==> src/rtl/skolem_xnor_seq.sv <==
// Bit-serial xnor-implies Skolem evaluator: one XNOR fold per cycle over x then y.
// Optional reference checker enabled by defining SKOLEM_CHECK_EN.
module skolem_xnor_seq #(
  parameter int NX = 6,
  parameter int NY = 2
) (
  input  logic                 clk,
  input  logic                 rst,
  input  logic                 in_valid,
  output logic                 in_ready,
  input  logic [NX-1:0]        x_in,
  input  logic [(1<<NX)-1:0]   tt_in,
  output logic                 out_valid,
  input  logic                 out_ready,
  output logic [NY-1:0]        y_out,
  output logic                 busy,
  output logic [15:0]          n_done,
  output logic                 chk_err
);

  localparam int F  = NX + NY - 2;
  localparam int CW = $clog2(NX + NY + 1);

  typedef enum logic [1:0] {IDLE, BUSY, DONE} state_t;

  state_t          state_q, state_d;
  logic [NX-1:0]   x_q, x_d;
  logic [NY-1:0]   y_q, y_d;
  logic            acc_q, acc_d;
  logic [CW-1:0]   cnt_q, cnt_d;
  logic [15:0]     n_done_q, n_done_d;
  logic            fold_bit, acc_next, handshake;

  function automatic logic f_xnor(input logic a, input logic b);
    return ~(a ^ b);
  endfunction

  always_comb begin
    handshake = (state_q == DONE) && out_ready;
    // cnt selects the next operand: x[1..NX-1] first, then y[0..NY-2]
    fold_bit = 1'b0;
    for (int i = 0; i < NX; i++)
      if (cnt_q == CW'(i)) fold_bit = x_q[i];
    for (int k = 0; k < NY - 1; k++)
      if (cnt_q == CW'(NX + k)) fold_bit = y_q[k];
    acc_next = f_xnor(acc_q, fold_bit);

    state_d  = state_q;
    x_d      = x_q;
    y_d      = y_q;
    acc_d    = acc_q;
    cnt_d    = cnt_q;
    n_done_d = n_done_q;
    case (state_q)
      IDLE: begin
        if (in_valid) begin
          state_d = BUSY;
          x_d     = x_in;
          y_d     = '0;
          y_d[0]  = tt_in[x_in];
          acc_d   = x_in[0];
          cnt_d   = CW'(1);
        end
      end
      BUSY: begin
        acc_d = acc_next;
        cnt_d = cnt_q + CW'(1);
        for (int k = 0; k < NY - 1; k++)
          if (cnt_q == CW'(NX + k)) y_d[k+1] = acc_next;
        if (cnt_q == CW'(F)) state_d = DONE;
      end
      DONE: begin
        if (out_ready) begin
          state_d = IDLE;
          if (n_done_q != 16'hFFFF) n_done_d = n_done_q + 16'd1;
        end
      end
      default: state_d = IDLE;
    endcase
  end

  always_ff @(posedge clk or posedge rst) begin
    if (rst) begin
      state_q  <= IDLE;
      x_q      <= '0;
      y_q      <= '0;
      acc_q    <= 1'b0;
      cnt_q    <= '0;
      n_done_q <= '0;
    end else begin
      state_q  <= state_d;
      x_q      <= x_d;
      y_q      <= y_d;
      acc_q    <= acc_d;
      cnt_q    <= cnt_d;
      n_done_q <= n_done_d;
    end
  end

  assign in_ready  = (state_q == IDLE);
  assign out_valid = (state_q == DONE);
  assign busy      = (state_q == BUSY);
  assign y_out     = y_q;
  assign n_done    = n_done_q;

`ifdef SKOLEM_CHECK_EN
  logic [NY-1:0] ref_y;
  logic          par;
  logic          chk_err_q;

  // Closed form: y[j] = parity(x, y[0..j-1]) ^ ((NX+j-1) mod 2)
  always_comb begin
    ref_y    = '0;
    ref_y[0] = y_q[0];
    par      = (^x_q) ^ y_q[0];
    for (int j = 1; j < NY; j++) begin
      ref_y[j] = par ^ (((NX + j - 1) % 2) != 0);
      par      = par ^ ref_y[j];
    end
  end

  always_ff @(posedge clk or posedge rst) begin
    if (rst)                             chk_err_q <= 1'b0;
    else if (handshake && (y_q != ref_y)) chk_err_q <= 1'b1;
  end

  assign chk_err = chk_err_q;
`else
  assign chk_err = 1'b0;
`endif

endmodule
==> config.mk <==
export PLATFORM = sky130hd
export DESIGN_NAME = skolem_xnor_seq
export DESIGN_NICKNAME = d
export VERILOG_FILES = /design/src/rtl/skolem_xnor_seq.sv
export SDC_FILE = /design/constraint.sdc
export NUM_CORES = 1
export LEC_CHECK = 0
export ABC_AREA = 1
export ABC_CLOCK_PERIOD_IN_PS = 3300
export BUFFER_PORTS_ARGS = -buffer_cell sky130_fd_sc_hd__buf_4
export CAP_MARGIN = 25
export CORE_UTILIZATION = 52
export CTS_CLUSTER_DIAMETER = 120
export CTS_CLUSTER_SIZE = 16
export DETAILED_ROUTE_END_ITERATION = 7
export GPL_TIMING_DRIVEN = 0
export MAX_ROUTING_LAYER = met4
export PLACE_DENSITY_LB_ADDON = 0.1
export RECOVER_POWER = 100
export SLEW_MARGIN = 20
export SYNTH_ARGS = -nofsm -noshare
export SYNTH_HDL_FRONTEND = slang
export SYNTH_SLANG_ARGS = --single-unit
==> constraint.sdc <==
create_clock -name clk -period 3.3 [get_ports clk]
set_clock_uncertainty 0.15 [all_clocks]
set_input_delay 0.495 -clock clk [delete_from_list [all_inputs] [get_ports clk]]
set_output_delay 0.495 -clock clk [all_outputs]
set_load 0.01 [all_outputs]
==> run metrics, run 1 <==
status=complete, no violations; Setup CP Type=flop to flop; Switching Power=between 0.5 and 0.6 mW; top cells by area, synth=dfrtp_1, nand2_1, nand3_1; Hold WC Path Type=flop to flop; synthesized instance count=336; global router's overall resource usage=0.2929; Residual DRC=0; internal cell power=0.8646 mW; Final period util=0.7051; layout cells sized above 1=0.2258; grt ovf=0; Top-Level Pins=96; Place WS=1.364 ns; Yosys warning count=0; PortBufs=91; min-delay src=y_out[1]; CP max FO=10; CP max stage delay=0.48 ns; max_cap viols=0; nets@finish=513; clock share of power=0.214; met3 wire length=roughly 380 um; Seq/Total Area, Yosys=0.3433; hold depth=2; reg2reg end=n_done[7]; CTS tree=done; non-filler cells in the finished layout=484; Max Slew Vio Count=0; PnR worst setup slack=0.9730 ns; # H-tree levels=2; mean post-synth cell area=6.725 um^2; largest family of logic cells by synthesized area=simple AND/OR/NAND/NOR gates; chip height=67.92 um; Crit path max-delay family=simple AND/OR/NAND/NOR gates; die width=roughly 68 um; simple-gate share of the synthesized area=0.4402; Finish-stage setup viols=0; post-synthesis mux area share=0; sum of negative setup slack=0 ns; dpl cell area=0.003005 mm^2; largest net degree at the start of global routing=32; Cell Pwr Density=477.9 mW/mm^2; first-pass GRT wire length=9832 um; clk_lat worst skew=about 0.28 ns; Area Growth Syn to Fin=31.45%; Worst Hold Path EP=y_out[1]; Slowest cell on crit path=nor3_1; Worst IR Drop VDD=0.0003634 V; DR vias=2,514; cell area after synthesis=approximately 0.0023 mm^2; Buf+Inv Stages, Crit Path=0; initial core utilization=0.5530; top layer in use=met4; post-CTS sizing=0; combinational share of power=0.395; fmax=~0.43 GHz; post-synthesis xor/xnor area fraction=0.05039; post-synth top area share=0.3433; Cell Chain, Critical Path=ha_1 -> nand3_1 -> nor3_1 -> nand3_2 -> nand2_1 -> nor3_1 -> nand2_1 -> xor2_1; Startpoint Class=flop; CP Data Arrival Time=2.38 ns; Netlist cell types=27; critical register-to-register path startpoint=n_done[0]; met2 routed WL=slightly above 3000 um; FF-to-FF setup slack=0.97 ns; WL final=6180 um; met1 wire length=about 2600 um; slew margin rel.=0.2230; top cell type by total area after synthesis=dfrtp_1; syn_nets=415; Iter 0 DRT Violations=100; vias in the first global route=around 2,400; Final Total Pwr=1.419 mW; die area=0.004613 mm^2; Reg clk slew, reported paths=0.07 ns; Filler cells=~400; Wirelength per Cell=12.77 um; Compound-Gate Fraction of Synth Area=0.04208; Leak=roughly 1.6 nW; Final GP Congestion=0.8815; clk sinks=31; worst slew pin tran=1.164 ns; DP HPWL=4776 um; Post-Synth Adder-Cell Area=0.02769; post-route ant nets=0; #FFs+latches synth=31; Reg power frac=0.391; core area=0.004086 mm^2; dpl cells=477; reg2reg path depth=8; Clock Root Buffer=clkbuf_8; Rows=23; fin area=0.002970 mm^2; Final Hold Fails=0; CP required=about 3.4 ns; RSZ-0062 raised after global routing=no; vias per cell=around 5.2; n_diodes=0; hold buffer count at cts=0; Post CTS Setup Buffer Count=0; Sw Ratio=0.3908; Setup crit end kind=flop; CTS Buf Count=5; min Tclk post-route=~2.3 ns; Max Buffers Root-to-Sink=2; first drt pass iteration count=4; initial antenna violation count=0
-- Yosys cell counts, drive strengths merged --
library cell / n
nand2: 120
nand3: 72
inv: 37
dfrtp: 31
o21ai: 15
buf: 12
nor3: 9
nor2: 8
xor2: 8
ha: 5
nand4: 5
xnor2: 5
a21oi: 4
clkbuf: 1
clkinv: 1
conb: 1
nor4: 1
or2: 1
-- power groups by stage --
| stage | logic, mW | clock network, mW | registers (mW) |
|---|---|---|---|
| 6_report | 0.561 | 0.303 | 0.555 |
| 5_1_grt | 0.658 | 0.323 | 0.566 |
| 4_1_cts | 0.594 | 0.309 | 0.553 |
| 3_5_place_dp | 0.585 | 0 | 0.559 |
| 3_3_place_gp | 0.564 | 0 | 0.554 |
| 2_1_floorplan | 0.375 | 0 | 0.549 |
-- logic make-up after synthesis --
family,after synthesis
flops,31
other cells,1
xor+xnor,13
simple gates,216
fa+ha+maj,5
compound gates,19
buf+inv,51
-- flip-flops by register name, summed over array words and instances, names as in the netlist --
name	count
x_q	6
y_out	2
state_q	2
n_done	16
acc_q	1
cnt_q	4
-- worst max-delay path by stage --
stage	startpoint	depth (start not counted)	end	slack [ns]
2_1_floorplan	n_done[0]	7	n_done[11]	1.56
6_report	n_done[0]	8	n_done[7]	0.97
5_1_grt	n_done[0]	8	n_done[7]	0.77
4_1_cts	state_q[0]	3	busy	1.29
3_5_place_dp	cnt_q[0]	10	acc_q	1.36
3_3_place_gp	x_in[1]	12	y_out[0]	1.38
-- worst reg2reg max path: cells and delay by family, from the launching register on --
family	cells	cell delay (ns)
adders and majority gates	1	0.19
DFF	1	0.43
and+or+nand+nor	6	1.34
xor gates and xnor gates	1	0.15
-- cells in the final DEF, fill, tap and decap left out --
| master | netlist | routed |
|---|---|---|
| nor2_1 | 7 | 8 |
| clkbuf_4 | 0 | 1 |
| nand4_1 | 5 | 5 |
| clkbuf_1 | 1 | 23 |
| conb_1 | 1 | 1 |
| clkinv_1 | 1 | 1 |
| nor4_1 | 1 | 1 |
| xor2_1 | 8 | 8 |
| buf_4 | 1 | 70 |
| nor3_2 | 3 | 2 |
| nor3_1 | 4 | 7 |
| clkinv_2 | 0 | 1 |
| dfrtp_1 | 31 | 31 |
| nand2_1 | 118 | 119 |
| xnor2_1 | 5 | 5 |
| a21oi_1 | 4 | 4 |
| inv_2 | 3 | 3 |
| nand2_2 | 1 | 1 |
| or2_2 | 1 | 1 |
| inv_6 | 1 | 1 |
| o21ai_0 | 15 | 15 |
| nand3_2 | 3 | 2 |
| nand3_1 | 69 | 70 |
| inv_1 | 33 | 33 |
| ha_1 | 5 | 5 |
| clkbuf_8 | 0 | 6 |
| buf_2 | 11 | 10 |
-- through the flow --
stage                 util  hold WS [ns]
CTS                 0.7569        0.1668
detailed placement  0.7355        0.3259
global route        0.7269        0.3682
finish              0.7269        0.3354
floorplan                -        0.2990
global placement    0.7355        0.3167
-- layer usage --
layer,global-route usage,vias to the layer above
met1,0.3145,1123
li1,-,1277
met5,-,-
met2,0.5049,96
met3,0.06000,18
met4,0.1510,0
-- area by class of cell --
type	count	area (um^2)	area share
Buffer	13	65.06	0.02190
Clock buffer	6	82.58	0.02780
Clock inverter	1	5.005	0.001685
Inverter	38	147.6	0.04971
Multi-Input combinational cell	254	1227	0.4132
Sequential cell	31	775.7	0.2612
Tap cell	50	62.56	0.02106
Timing Repair Buffer	91	604.3	0.2035
(Power assumes the default switching activity.)
==> inputs of run 2 (changes only) <==
Settings changed: ABC_CLOCK_PERIOD_IN_PS 3300 to 2350, CORE_UTILIZATION 52 to 48.
Clock period 3.3 ns to 2.35 ns, I/O delays scaled along.
==> run metrics, run 2 (synthesis gave the netlist of run 1 again) <==
Cell Chain, Critical Path=ha_1 -> nand3_1 -> nor3_4 -> nand3_1 -> nand2_4 -> nor3_1 -> nand2_1 -> xor2_1; largest net degree at the start of global routing=32; Slowest cell on crit path=dfrtp_1; dpl cell area=0.003008 mm^2; fin util=0.6788; most frequent cells in the layout=nand2_1, nand3_1, buf_4; Area Growth Syn to Fin=33.50%; Final Total Pwr=2.088 mW; vias per cell=around 5.3; fmax=0.5012 GHz; CP required=roughly 2.4 ns; sum of negative setup slack=0 ns; Setup crit end kind=flop; commonest non-fill, non-tap cell in the layout=nand2_1; Setup CP Type=flop to flop; Wirelength per Cell=12.64 um; # H-tree levels=2; CP max stage delay=roughly 0.43 ns; post-CTS sizing=0; first drt pass iteration count=6; clk sinks=31; CP most frequent cell=nand3_1; global router's overall resource usage=0.2665; CTS Buf Count=5; grt ovf=0; Filler cells=454; RSZ-0062 raised after global routing=no; Clock Root Buffer=clkbuf_8; DP HPWL=approximately 4900 um; layout cells sized above 1=0.2299; post-route ant nets=0; worst slew pin tran=1.160 ns; Cell Pwr Density=692.1 mW/mm^2; min-delay src=x_in[5]; Final period util=0.8490; max_cap viols=0; CP max FO=10; n_diodes=0; DR vias=2,562; CTS tree=done; status=finished with violations; Rows=24; core area=0.004444 mm^2; Startpoint Class=flop; Worst IR Drop VDD=0.0005504 V; initial core utilization=0.5084; critical register-to-register path startpoint=n_done[0]; Residual DRC=11; Reg clk slew, reported paths=0.07 ns; Leak=1.601 nW; fin area=0.003017 mm^2; Max Buffers Root-to-Sink=2; min Tclk post-route=1.995 ns; Crit. Startpoint=n_done[0]; slew margin rel.=0.2258; Final Hold Fails=0; Crit path max-delay family=simple AND/OR/NAND/NOR gates; nets@finish=513; Hold WC Path Type=input port to flop; Max Slew Vio Count=0; PortBufs=91; hold buffer count at cts=0; clk_lat worst skew=0.27 ns; Largest register FFs=16; vias in the first global route=2,468; die area=0.004986 mm^2; Finish-stage setup viols=0; CP Data Arrival Time=2.00 ns; chip height=70.61 um; failing checks=design-rule violations; Post CTS Setup Buffer Count=0; Final GP Congestion=between 0.9 and 1; WL final=6157 um; first-pass GRT wire length=10,370 um; Iter 0 DRT Violations=roughly 130; die width=just over 70 um; initial antenna violation count=0; Buf+Inv Stages, Crit Path=0; Top-Level Pins=96
-- run 2: path summary, 6_finish.rpt --
path,to,slack (ns),cells past startpoint
max,n_done[7],0.35,8
min,x_q[5],0.22,3
max reg2reg,n_done[7],0.35,8
min reg2reg,y_out[1],0.34,2
max in group asynchronous,state_q[0],1.12,2
min in group asynchronous,n_done[12],0.24,2
-- run 2: metal layers --
| metal | up-vias | GRT usage | share of wire |
|---|---|---|---|
| met4 | 0 | 0.06222 | 0.016 |
| met3 | 10 | 0.04843 | 0.048 |
| met1 | 1205 | 0.3075 | 0.42 |
| met5 | - | - | 0 |
| met2 | 77 | 0.4822 | 0.51 |
| li1 | 1270 | - | - |
-- run 2: worst min-delay path, stage by stage --
cell	delay (ns)
buf_4	0.11
inv_1	0.06
o21ai_0	0.08
-- run 2: cell type report --
type	instances	area [um^2]	share of cell area
multi-input cells	254	1241	0.4114
flip-flops and latches	31	775.7	0.2572
repair buffers	91	604.3	0.2003
inverters	38	147.6	0.04894
clock buffers	6	82.58	0.02737
plain buffers	13	65.06	0.02157
well taps	52	65.06	0.02157
clock inverters	2	35.03	0.01161
-- run 2: report_power, final --
| part | total, mW | switching (mW) | internal [mW] |
|---|---|---|---|
| logic | 0.776 | 0.456 | 0.320 |
| clock network | 0.533 | 0.190 | 0.343 |
| registers | 0.779 | 0.115 | 0.665 |
| total | 2.09 | 0.761 | 1.33 |
-- run 2: through the flow --
stage / hold WS [ns] / cells / setup WS, ns
floorplan: 0.2990 / 336 / 0.6074
global placement: 0.3198 / 479 / 0.4853
detailed placement: 0.3239 / 479 / 0.4813
CTS: 0.04369 / 487 / 0.4442
global route: 0.2349 / 487 / 0.1997
finish: 0.2192 / 487 / 0.3548
==> inputs of run 3 (changes only) <==
Settings changed: ABC_AREA 1 to 0, ABC_CLOCK_PERIOD_IN_PS 2350 to 1800, CORE_UTILIZATION 48 to 43.
Clock period 2.35 ns to 1.8 ns, I/O delays scaled along.
==> run metrics, run 3 <==
cell area after synthesis=between 0.002 and 0.0025 mm^2; syn_nets=280; Setup CP Type=flop to flop; post-route ant nets=0; mean post-synth cell area=10.48 um^2; clk sinks=31; Leak=1.447 nW; RSZ-0062 raised after global routing=yes; failing checks=negative setup slack; max_cap viols=0; top cell type by total area after synthesis=dfrtp_1; Max Buffers Root-to-Sink=2; Max Slew Vio Count=0; Iter 0 DRT Violations=65; Startpoint Class=flop; Reg clk slew, reported paths=0.06 ns; initial core utilization=0.4461; DP HPWL=4040 um; fraction of registers with async set/reset=1.000; first-pass GRT wire length=8749 um; PnR worst setup slack=-0.2570 ns; Area Growth Syn to Fin=45.37%; Final period util=1.143; commonest non-fill, non-tap cell in the layout=buf_4; Seq/Total Area, Yosys=0.3682; worst slew pin tran=between 0.6 and 0.7 ns; Cell Pwr Density=about 910 mW/mm^2; core area=0.004723 mm^2; first drt pass iteration count=4; status=finished with violations; WL final=~5200 um; Finish-stage setup viols=1; Reg power frac=0.372; post-synth top area share=0.3682; Worst IR Drop VDD=0.0003884 V; global router's overall resource usage=0.2233; Largest register FFs=16; fin area=0.003063 mm^2; CP Data Arrival Time=2.08 ns; clock share of power=0.214; Rows=25; Setup crit end kind=flop; clk_lat worst skew=roughly 0.28 ns; Synth top cells by count=dfrtp_1, nand2_1, mux4_2, nor2_1, nand3_1; #FFs+latches synth=31; chip height=72 um; CP required=between 1.5 and 2 ns; fmax=0.4862 GHz; Yosys warning count=0; Netlist cell types=37; nets@finish=388; dpl cell area=around 0.0029 mm^2; most common cell in the synthesized netlist=dfrtp_1; PortBufs=91; Top-Level Pins=96; most common flop cell mapped by yosys=dfrtp_1; min Tclk post-route=2.057 ns; met1 wire length=2196 um; internal cell power=1.840 mW; Final GP Congestion=0.7912; largest net degree at the start of global routing=32; met3 wire length=between 200 and 300 um; grt ovf=0; top cells by area, synth=dfrtp_1, mux4_2, mux2i_1; Switching Power=0.9600 mW; die area=~0.0052 mm^2; CTS Buf Count=5; die width=72 um; synthesized instance count=201; Post-synth EDFFs=0; n_diodes=0; met2 routed WL=2697 um; top layer in use=met4; most frequent cells in the layout=buf_4, dfrtp_1, nand2_1; non-filler cells in the finished layout=about 380; layout cells sized above 1=0.4355; initial antenna violation count=0; Final Hold Fails=0; Residual DRC=0; DR vias=1,910; vias in the first global route=a little over 2,000; Clock Root Buffer=clkbuf_8; slew margin rel.=0.5637; vias per cell=5.066; Sw Ratio=0.3428; Wirelength per Cell=13.81 um; CTS tree=done; CP max FO=5; # H-tree levels=2; dpl cells=359; Hold WC Path Type=input port to flop; combinational share of power=0.414
[run 3: cell count changes in the layout (fill, tap and decap cells not counted), moves of 4 or more]
cell / previous run / this run
buf_4: 70 / 85
ha_2: 0 / 4
nand3_1: 71 / 12
xnor2_1: 5 / 11
nand3b_1: 0 / 5
mux4_2: 0 / 14
inv_1: 33 / 4
mux2i_1: 0 / 11
buf_2: 10 / 3
ha_1: 5 / 0
nand2_1: 118 / 28
o21ai_0: 15 / 6
[run 3: logic make-up (layout without fill, tap and decap cells)]
family                   count (synthesis)  count (layout)  synth area share
other                                    1               1          0.001780
AND/OR/NAND/NOR                         84              84            0.2043
adder cells (fa/ha/maj)                  5               5           0.02969
AO/OA/AOI/OAI                           17              17           0.06414
flip-flops                              31              31            0.3682
multiplexers                            28              28            0.2179
buffers and inverters                   18             127           0.04335
XOR/XNOR                                17              17           0.07066
[run 3: final timing paths]
kind | from | end | slack, ns | depth (start not counted)
setup / recovery | cnt_q[0] | acc_q | -0.26 | 7
hold reg to reg | x_q[4] | x_q[4] | 0.33 | 2
hold / removal | out_ready | state_q[1] | 0.06 | 2
min in group asynchronous | rst | cnt_q[0] | 0.49 | 3
max in group asynchronous | rst | cnt_q[0] | 0.56 | 3
setup reg to reg | cnt_q[0] | acc_q | -0.26 | 7
[run 3: repair_timing]
item                       in CTS  in global routing
gates resized for setup         9                 11
hold buffers                    1                  0
setup buffers                   6                  4
pin swaps                       3                  4
setup endpoints to repair       5                 10
hold endpoints to repair       31                  0
[run 3: metrics by stage]
stage | TNS, ns | worst slack, ns | power, mW | util | hold WS (ns)
3_5_place_dp | -0.5232 | -0.2984 | 2.134 | 0.6101 | 0.2635
3_3_place_gp | -0.4191 | -0.2722 | 2.099 | 0.6101 | 0.3165
2_1_floorplan | -0.1610 | -0.1609 | 1.741 | - | 0.2235
4_1_cts | -0.2575 | -0.2575 | 2.807 | 0.6472 | 0.06150
5_1_grt | -0.3710 | -0.3551 | 2.988 | 0.6485 | 0.06479
6_report | -0.2570 | -0.2570 | 2.800 | 0.6485 | 0.06369
[run 3: critical path: stages (launching register included)]
cell and delay [ns]:
dfrtp_2 0.46, inv_2 0.08, ha_2 0.20, a21oi_1 0.05, a221o_1 0.36, a2111oi_4 0.32, nor3_1 0.08, a221o_1 0.26
[run 3: power groups by stage]
stage | clock network, mW | registers (mW) | logic, mW
finish | 0.600 | 1.04 | 1.16
global route | 0.636 | 1.06 | 1.29
CTS | 0.611 | 1.03 | 1.17
detailed placement | 0 | 1.05 | 1.08
global placement | 0 | 1.05 | 1.05
floorplan | 0 | 1.03 | 0.712
[run 3: layout make-up]
type                    count  area, um^2
plain buffers               9       56.30
fillers                   410        1660
repair buffers            102       704.4
multi-input cells         152        1308
inverters                   8       33.78
flip-flops and latches     31       777.0
well taps                  67       83.83
clock buffers               8       100.1
[run 3: routing by layer]
layer  vias up  GRT usage
met3         5    0.03611
met2        75     0.4046
li1        943          -
met4         0    0.06754
met1       887     0.2534
met5         -          -
